$ cat src/rtl/button_pkg.sv
// ----------------------------------------------------------------------------
// button_pkg : shared state encodings and default timing for button logic
// Rev 1.0
// ----------------------------------------------------------------------------
`default_nettype none

package button_pkg;

  localparam logic [1:0] ST_IDLE       = 2'd0;
  localparam logic [1:0] ST_PRESS_DB   = 2'd1;
  localparam logic [1:0] ST_PRESSED    = 2'd2;
  localparam logic [1:0] ST_RELEASE_DB = 2'd3;

  localparam int unsigned DEF_DEBOUNCE_CYCLES = 250000;
  localparam int unsigned DEF_HOLD_CYCLES     = 50000000;

  // $clog2 collapses to 0 for tiny limits; keep at least one counter bit
  function automatic int unsigned cnt_width(input int unsigned limit);
    return (limit <= 2) ? 1 : $clog2(limit);
  endfunction

endpackage

`default_nettype wire

$ cat src/rtl/button_conditioner_if.sv
// ----------------------------------------------------------------------------
// button_conditioner_if : raw key input and conditioned button outputs
// Rev 1.0
// ----------------------------------------------------------------------------
`default_nettype none

interface button_conditioner_if;

  logic key_raw;
  logic btn_level;
  logic press_pulse;
  logic release_pulse;
  logic hold_pulse;

  modport master (
    output key_raw,
    input  btn_level,
    input  press_pulse,
    input  release_pulse,
    input  hold_pulse
  );

  modport slave (
    input  key_raw,
    output btn_level,
    output press_pulse,
    output release_pulse,
    output hold_pulse
  );

endinterface

`default_nettype wire

$ cat src/rtl/sync_2ff.sv
// ----------------------------------------------------------------------------
// sync_2ff : two-flop synchronizer with synchronous active-low reset
// Rev 1.0
// ----------------------------------------------------------------------------
`default_nettype none

module sync_2ff #(
  parameter bit RESET_VAL = 1'b0
) (
  input  logic clk,
  input  logic rst_n,
  input  logic d,
  output logic q
);

  logic s1_q, s1_d;
  logic s2_q, s2_d;

  always_comb begin
    s1_d = d;
    s2_d = s1_q;
  end

  always_ff @(posedge clk) begin
    if (!rst_n) begin
      s1_q <= RESET_VAL;
      s2_q <= RESET_VAL;
    end else begin
      s1_q <= s1_d;
      s2_q <= s2_d;
    end
  end

  assign q = s2_q;

endmodule

`default_nettype wire

$ cat src/rtl/button_conditioner.sv
// ----------------------------------------------------------------------------
// button_conditioner : debounced push-button with press/release/hold strobes
// Rev 1.0
// ----------------------------------------------------------------------------
`default_nettype none

module button_conditioner
  import button_pkg::*;
#(
  parameter int unsigned DEBOUNCE_CYCLES = DEF_DEBOUNCE_CYCLES,
  parameter int unsigned HOLD_CYCLES     = DEF_HOLD_CYCLES,
  parameter bit          ACTIVE_LOW      = 1'b1
) (
  input  logic                  clk,
  input  logic                  rst_n,
  button_conditioner_if.slave   btn
);

  localparam int unsigned DB_W   = cnt_width(DEBOUNCE_CYCLES);
  localparam int unsigned HOLD_W = cnt_width(HOLD_CYCLES);
  localparam logic [DB_W-1:0]   DB_LAST   = DB_W'(DEBOUNCE_CYCLES - 1);
  localparam logic [HOLD_W-1:0] HOLD_LAST = HOLD_W'(HOLD_CYCLES - 1);

  logic key_s;
  logic pressed_s;

  logic [1:0]        state_q, state_d;
  logic [DB_W-1:0]   db_cnt_q, db_cnt_d;
  logic [HOLD_W-1:0] hold_cnt_q, hold_cnt_d;
  logic              hold_done_q, hold_done_d;
  logic              press_q, press_d;
  logic              release_q, release_d;
  logic              hold_q, hold_d;
  logic              level_q, level_d;

  // The unpressed raw level equals ACTIVE_LOW, so reset parks the synchronizer there
  sync_2ff #(.RESET_VAL(ACTIVE_LOW)) u_sync (
    .clk   (clk),
    .rst_n (rst_n),
    .d     (btn.key_raw),
    .q     (key_s)
  );

  assign pressed_s = ACTIVE_LOW ? ~key_s : key_s;

  always_comb begin
    state_d     = state_q;
    db_cnt_d    = db_cnt_q;
    hold_cnt_d  = hold_cnt_q;
    hold_done_d = hold_done_q;
    press_d     = 1'b0;
    release_d   = 1'b0;
    hold_d      = 1'b0;
    case (state_q)
      ST_IDLE: begin
        if (pressed_s) begin
          state_d  = ST_PRESS_DB;
          db_cnt_d = '0;
        end
      end
      ST_PRESS_DB: begin
        if (!pressed_s) begin
          state_d     = ST_IDLE;
          db_cnt_d    = '0;
          hold_cnt_d  = '0;
          hold_done_d = 1'b0;
        end else if (db_cnt_q == DB_LAST) begin
          state_d     = ST_PRESSED;
          db_cnt_d    = '0;
          hold_cnt_d  = '0;
          hold_done_d = 1'b0;
          press_d     = 1'b1;
        end else begin
          db_cnt_d = db_cnt_q + 1'b1;
        end
      end
      ST_PRESSED: begin
        if (!pressed_s) begin
          state_d  = ST_RELEASE_DB;
          db_cnt_d = '0;
        end else if (hold_cnt_q == HOLD_LAST) begin
          // Counter sits at its last value; the done flag limits the strobe to once per press
          if (!hold_done_q) begin
            hold_d      = 1'b1;
            hold_done_d = 1'b1;
          end
        end else begin
          hold_cnt_d = hold_cnt_q + 1'b1;
        end
      end
      ST_RELEASE_DB: begin
        if (pressed_s) begin
          state_d  = ST_PRESSED;
          db_cnt_d = '0;
        end else if (db_cnt_q == DB_LAST) begin
          state_d     = ST_IDLE;
          db_cnt_d    = '0;
          hold_cnt_d  = '0;
          hold_done_d = 1'b0;
          release_d   = 1'b1;
        end else begin
          db_cnt_d = db_cnt_q + 1'b1;
        end
      end
      default: begin
        state_d     = ST_IDLE;
        db_cnt_d    = '0;
        hold_cnt_d  = '0;
        hold_done_d = 1'b0;
      end
    endcase
    level_d = (state_d == ST_PRESSED) || (state_d == ST_RELEASE_DB);
  end

  always_ff @(posedge clk) begin
    if (!rst_n) begin
      state_q     <= ST_IDLE;
      db_cnt_q    <= '0;
      hold_cnt_q  <= '0;
      hold_done_q <= 1'b0;
      press_q     <= 1'b0;
      release_q   <= 1'b0;
      hold_q      <= 1'b0;
      level_q     <= 1'b0;
    end else begin
      state_q     <= state_d;
      db_cnt_q    <= db_cnt_d;
      hold_cnt_q  <= hold_cnt_d;
      hold_done_q <= hold_done_d;
      press_q     <= press_d;
      release_q   <= release_d;
      hold_q      <= hold_d;
      level_q     <= level_d;
    end
  end

  assign btn.btn_level     = level_q;
  assign btn.press_pulse   = press_q;
  assign btn.release_pulse = release_q;
  assign btn.hold_pulse    = hold_q;

endmodule

`default_nettype wire

$ cat src/flat_wrapper.sv
// flat-port wrapper written by rule: the top's interface ports become plain ports
module button_conditioner_flat import button_pkg::*;
#(
  parameter int unsigned DEBOUNCE_CYCLES = DEF_DEBOUNCE_CYCLES,
  parameter int unsigned HOLD_CYCLES     = DEF_HOLD_CYCLES,
  parameter bit          ACTIVE_LOW      = 1'b1
)
  (clk, rst_n, btn_key_raw, btn_btn_level, btn_press_pulse, btn_release_pulse, btn_hold_pulse);
  button_conditioner_if btn_i ();
  input  logic clk;
  input  logic rst_n;
  input wire logic [$bits(btn_i.key_raw)-1:0] btn_key_raw;
  output wire logic [$bits(btn_i.btn_level)-1:0] btn_btn_level;
  output wire logic [$bits(btn_i.press_pulse)-1:0] btn_press_pulse;
  output wire logic [$bits(btn_i.release_pulse)-1:0] btn_release_pulse;
  output wire logic [$bits(btn_i.hold_pulse)-1:0] btn_hold_pulse;
  assign btn_i.key_raw = btn_key_raw;
  assign btn_btn_level = btn_i.btn_level;
  assign btn_press_pulse = btn_i.press_pulse;
  assign btn_release_pulse = btn_i.release_pulse;
  assign btn_hold_pulse = btn_i.hold_pulse;
  button_conditioner #(.DEBOUNCE_CYCLES(DEBOUNCE_CYCLES), .HOLD_CYCLES(HOLD_CYCLES), .ACTIVE_LOW(ACTIVE_LOW)) u_core (.clk(clk), .rst_n(rst_n), .btn(btn_i));
endmodule
$ cat config.mk
export PLATFORM = sky130hd
export DESIGN_NAME = button_conditioner_flat
export DESIGN_NICKNAME = d
export VERILOG_FILES = /design/src/rtl/button_pkg.sv /design/src/rtl/button_conditioner_if.sv /design/src/rtl/sync_2ff.sv /design/src/rtl/button_conditioner.sv /design/src/flat_wrapper.sv
export SDC_FILE = /design/constraint.sdc
export NUM_CORES = 1
export LEC_CHECK = 0
export ABC_CLOCK_PERIOD_IN_PS = 7120
export BUFFER_PORTS_ARGS = -buffer_cell sky130_fd_sc_hd__buf_2
export CORE_AREA = 2 2 70 72
export CTS_CLUSTER_DIAMETER = 30
export DETAILED_ROUTE_END_ITERATION = 7
export DIE_AREA = 0 0 72 74
export PLACE_DENSITY = 0.85
export SLEW_MARGIN = 5
export SYNTH_ARGS = -nofsm -noshare
export SYNTH_HDL_FRONTEND = slang
export SYNTH_SLANG_ARGS = --single-unit
$ cat constraint.sdc
create_clock -name clk -period 7.12 [get_ports clk]
set_clock_uncertainty 0.2 [all_clocks]
set_input_delay 0.712 -clock clk [delete_from_list [all_inputs] [get_ports clk]]
set_output_delay 0.712 -clock clk [all_outputs]
set_load 0.02 [all_outputs]
==> key figures, run 1 <==
STA
  – RSZ-0062 raised after global routing: no
  – Slew @ Worst Pin: between 1 and 1.5 ns
  – Fmax achieved: 334 MHz
  – Final Max Tran Viols: 0
  – Worst rel slew slack: 0.324
  – Setup Viol. Count Final: 0
  – Final setup TNS: 0 ns
  – Endpoints failing hold: 0
  – Fin crit share: 0.421
  – Min cycle time layout: roughly 3.0 ns

CTS
  – Setup Fix Bufs, Post-CTS: 0
  – Total CTS buffers: 5
  – H-tree lvl count: 2
  – Skew-Pair Late Insertion Delay: between 0.3 and 0.4 ns
  – Clock slew at reported path FFs: approximately 0.090 ns
  – CTS hold repair buffers: 0
  – CTS-repair resized insts: 0
  – Clock Tree Buf Depth: 2
  – CTS tree: yes
  – CTS Root Cell: clkbuf_8
  – Clock sink total: between 50 and 60

Worst hold path
  – Min-Delay Path Class: register to register

Cells and area
  – Layout Nets: between 300 and 400
  – Area growth from synthesis to layout: 6.06%
  – Ant. Diodes: 0
  – Most frequent cells in the layout: dfxtp_1, nor2_1, a21oi_1, nand2_1, o21ai_0
  – Layout cells sized above 1: 0.119
  – Fillers: 396
  – Post-route cell area: 2800 um2
  – Sequential Area: about 1100 um2
  – Multi-input gate area: roughly 1500 um2
  – Commonest non-fill, non-tap cell in the layout: dfxtp_1

Synth
  – Most used DFF post-synth: dfxtp_1
  – Synth warnings: 0
  – Synthesis-stage register bit count: 53
  – Mapped Avg Cell Area: between 8 and 9 um2
  – Sequential element share of the synthesized area: 0.401
  – Syn Nets: around 310
  – Ys async rst share: 0
  – Post-Syn Area: 2640 um2
  – Synth Instances: 301
  – EDFF count, synth: 0
  – Post-synth cell types: roughly 50

Routing
  – Drt first pass iters: 4
  – DR WL/cell: between 10 and 15 um
  – DRC violation count after routing: 0
  – Met1 Wirelength: 2630 um
  – Starting DRT DRC Count: 200
  – Vias post-DR: 2233
  – Via/cell ratio: 6.25
  – Final wirelength: 5260 um
  – Met2 WL: roughly 2300 um
  – Max layer used: met4
  – Antenna viol nets, final: 0
  – Routed length on met3: approximately 280 um

Global routing
  – Total GRT Usage: 0.211
  – Vias in the first global route: 1981
  – Global route overflow: 0
  – Initial antenna violation count: 0
  – Largest net degree at the start of global routing: 35
  – First-pass GRT wire length: 9060 um

Critical path
  – Setup crit start kind: register
  – Critical Path RT: just over 7 ns
  – Crit path largest cell delay: 0.77 ns
  – CP max FO: 26
  – Slowest-stage cell, CP: a221oi_4
  – Worst EP arrival: approximately 3.0 ns
  – Critical setup path kind: register to register
  – Crit end category: register
  – CP Cell Sequence: nand2b_1, nor2_1, o21a_4, a221oi_4, o21ai_0, a21boi_0

Status
  – Status: complete, no violations

Floorplan
  – # IOs: 7
  – Die height: about 74 um
  – Core region area: 4600 um2
  – Die Area: around 5300 um2
  – Initial Utilization: 0.575
  – Die Wd: slightly above 70 um
  – # rows: 25

Place
  – Final HPWL DP: between 3000 and 4000 um
  – Routability cong.: roughly 0.85
  – DP Area: roughly 2700 um2
  – # port buffers: 6

Pwr
  – PwrDens: around 200 nW/um2
  – Peak VDD IR: approximately 70 uV
  – Leakage power: a little under 0.001 uW

Job
  – Max cap viols: 0
## sequential cells by signal, summed over array words and instances (netlist names)
register	count
u_core.db_cnt_q	18
u_core.btn.hold_pulse	1
u_core.u_sync.q	1
u_core.btn.btn_level	1
u_core.hold_done_q	1
u_core.btn.press_pulse	1
u_core.btn.release_pulse	1
u_core.hold_cnt_q	26
u_core.state_q	2
u_core.u_sync.s1_q	1
## cells in the mapped netlist (2+ instances only)
cell type,number,share of area
xor2_1,13,0.043
a21oi_1,20,0.038
nand4_1,8,0.019
inv_1,5,0.0071
o211ai_1,3,0.0085
nand2_1,19,0.027
nand4b_1,3,0.0099
and3_1,6,0.014
a41oi_1,3,0.0099
xnor2_1,4,0.013
and4bb_2,2,0.0095
nor3_1,11,0.021
nor2_1,42,0.060
ha_1,2,0.0095
and4_1,7,0.023
buf_2,3,0.0057
dfxtp_1,53,0.40
o21ai_1,2,0.0038
nor4bb_1,2,0.0076
a31oi_1,12,0.028
or4_1,2,0.0057
and2_1,4,0.0095
nand3_1,14,0.027
nor3b_2,6,0.028
nand2b_1,4,0.0095
o21ai_0,15,0.028
clkbuf_1,5,0.0071
buf_6,3,0.013
o221a_2,6,0.026
## kinds of logic after synthesis
family / share of synthesized area
simple gates: 0.307
xor+xnor: 0.0563
buf+inv: 0.0355
flops: 0.401
mux: 0.00379
compound gates: 0.183
fa+ha+maj: 0.0132
## critical path, delay by kind of cell, from the launching register on
kind            cells  cell delay [ns]
flops               1             0.46
simple gates        2             0.88
compound gates      4             1.39
## cell type report
class / count / share of cell area
Multi-Input combinational cell: 231 / 0.531
Sequential cell: 53 / 0.378
Clock buffer: 5 / 0.0245
Clock inverter: 3 / 0.0245
Tap cell: 54 / 0.0241
Timing Repair Buffer: 6 / 0.0107
Inverter: 5 / 0.00669
## metrics by stage
stage	hold slack (ns)	std cells	setup WS, ns	utilization	total power (uW)
after floorplan	0.186	301	4.89	-	315
after global placement	0.188	349	4.30	0.580	316
after detailed placement	0.199	349	4.24	0.580	317
after CTS	0.221	357	4.13	0.610	556
after global routing	0.235	357	3.86	0.610	570
final	0.217	357	4.12	0.610	552
## final timing paths
path	startpoint	to	slack, ns	cells past startpoint
worst min register to register	u_core.u_sync.s1_q	u_core.u_sync.q	0.22	1
worst max register to register	u_core.state_q[0]	u_core.hold_cnt_q[6]	4.12	6
worst max-delay path	u_core.state_q[0]	u_core.hold_cnt_q[6]	4.12	6
worst min-delay path	u_core.u_sync.s1_q	u_core.u_sync.q	0.22	1
## where the power goes
group	leakage, uW	total, uW	switching (uW)	internal [uW]
clock	0.0000687	242	100	141
combinational	0.000484	11.8	8.40	3.36
sequential	0.000427	298	1.27	297
## routing by layer
metal  global-route usage  up-vias
met5                    0        -
met4               0.0776        0
met3               0.0515        5
met2                0.320       59
met1                0.294     1052
li1                     -     1117
Note: power is estimated with default switching activity, not from simulation.
==> run 2, diff against run 1 <==
ABC_CLOCK_PERIOD_IN_PS = 2900   (was 7120)
clock period = 2.9 ns   (was 7.12 ns; I/O delays follow)
==> run 2 against run 1 <==
  * Total power up 120%
  * Cell area rose by 0.13%
  * Sequential share of layout area shrank 0.051 points
  * Maximum frequency increased by 13%
  * Via count increased by 2.2%
  * Clock power up 81%
  * Flip-flop and latch count unchanged
  * Critical path depth did not move
  * Critical path type unchanged
  * Hold slack worse by 0.14 ns
==> key figures, run 2 (synthesized netlist as in run 1, its figures left out) <==
Critical path
  – Worst EP arrival: around 2.6 ns
  – Crit end category: register
  – Setup crit start kind: register
  – Critical Path RT: between 2 and 3 ns
  – Critical setup path kind: register to register
  – CP max FO: 15

Global routing
  – Largest net degree at the start of global routing: 27
  – First-pass GRT wire length: 9430 um
  – Initial antenna violation count: 0
  – Global route overflow: 0
  – Vias in the first global route: approximately 2.0k
  – Total GRT Usage: 0.223

STA
  – Slew @ Worst Pin: 1.02 ns
  – Endpoints failing hold: 0
  – Fin crit share: 0.915
  – Fmax achieved: 377 MHz
  – Final Max Tran Viols: 0
  – Smallest setup slack after layout: around 0.25 ns
  – RSZ-0062 raised after global routing: no
  – Min cycle time layout: between 2 and 3 ns
  – Final hold slack: 0.0816 ns
  – Setup Viol. Count Final: 0
  – Worst rel slew slack: 0.317
  – Final setup TNS: 0 ns

Floorplan
  – Die Wd: between 70 and 80 um
  – Initial Utilization: 0.575
  – # rows: 25
  – Die height: around 74 um
  – Die Area: between 5000 and 6000 um2
  – Core region area: 4600 um2
  – # IOs: 7

Cells and area
  – Final non-filler cell total: ~360
  – Most flops, register: u_core.hold_cnt_q
  – Layout Nets: 313
  – Ant. Diodes: 0
  – Fillers: a little under 400
  – Commonest non-fill, non-tap cell in the layout: dfxtp_1
  – Max reg flops: 26
  – Final core occ: 0.611
  – Most frequent cells in the layout: dfxtp_1, nor2_1, a21oi_1, nand2_1, o21ai_0
  – Layout cells sized above 1: 0.133
  – Area growth from synthesis to layout: 6.20%
  – Top flop regs: u_core.hold_cnt_q: 26 flops, u_core.db_cnt_q: 18 flops, u_core.state_q: 2 flops

Place
  – Routability cong.: a little under 0.9
  – Cells after DPL: 354
  – Setup WS pre-CTS: around 0.33 ns
  – # port buffers: 6
  – Final HPWL DP: approximately 3700 um

CTS
  – H-tree lvl count: 2
  – Clock sink total: 53
  – Total CTS buffers: 5
  – Setup Fix Bufs, Post-CTS: 0
  – Clock slew at reported path FFs: 0.10 ns
  – CTS tree: yes
  – CTS Root Cell: clkbuf_8
  – Skew-Pair Late Insertion Delay: 0.31 ns
  – Clock Tree Buf Depth: 2

Worst hold path
  – Min-Delay Path Class: input pin to register

Routing
  – Final wirelength: 5530 um
  – Drt first pass iters: 4
  – Max layer used: met4
  – Vias post-DR: 2283
  – Starting DRT DRC Count: roughly 250
  – DR WL/cell: roughly 15 um
  – Met2 WL: between 2000 and 2500 um
  – DRC violation count after routing: 0
  – Met1 Wirelength: 2720 um
  – Routed length on met3: about 250 um
  – Via/cell ratio: ~6.3
  – Antenna viol nets, final: 0

Status
  – Status: complete, no violations

Pwr
  – Peak VDD IR: about 170 uV
  – Leakage power: about 0.00098 uW
  – PwrDens: between 400 and 500 nW/um2

Job
  – Max cap viols: 0
-- run 2: cell count changes in the layout (fill, tap and decap cells not counted), sizes merged --
| cell | delta |
|---|---|
| buf | +5 |
| bufinv | -2 |
| clkinv | +1 |
| clkinvlp | +1 |
| dlygate4sd3 | +1 |
-- run 2: where the power goes --
part | switching, uW | internal [uW]
logic | 22.7 | 10.3
clock network | 264 | 175
registers | 3.27 | 729
-- run 2: final cells by class --
class | instances | area (um2) | share of cell area
clock buffers | 5 | 68.8 | 0.0245
multi-input cells | 231 | 1490 | 0.530
flip-flops and latches | 53 | 1060 | 0.378
inverters | 5 | 18.8 | 0.00668
repair buffers | 12 | 77.6 | 0.0276
clock inverters | 3 | 25.0 | 0.00891
well taps | 54 | 67.6 | 0.0241
-- run 2: critical path, cell delays in order (launching register included) --
cell and delay [ns]:
dfxtp_1 0.39, nor4bb_1 0.40, nand4_1 0.27, nor2_1 0.20, nor3_1 0.11, o21ai_1 0.81
nor2_1 0.12
-- run 2: worst paths after layout --
kind	cells past startpoint	slack [ns]	startpoint	endpoint
setup / recovery	6	0.25	u_core.db_cnt_q[16]	u_core.db_cnt_q[13]
setup reg to reg	6	0.25	u_core.db_cnt_q[16]	u_core.db_cnt_q[13]
hold reg to reg	1	0.22	u_core.u_sync.s1_q	u_core.u_sync.q
hold / removal	3	0.08	rst_n	u_core.state_q[0]
-- run 2: through the flow --
step	power (uW)	area [um2]
floorplan	772	2640
global placement	780	2700
detailed placement	780	2700
CTS	1210	2810
global route	1250	2810
finish	1200	2810
-- run 2: repair_timing --
action,CTS,global route
gates resized for setup,0,0
hold endpoints to repair,1,0
hold buffers,1,0
-- run 2: routing by layer --
layer,track usage,vias up
met2,0.338,53
met1,0.308,1097
li1,-,1125
met3,0.0501,8
met4,0.0943,0
met5,0,-
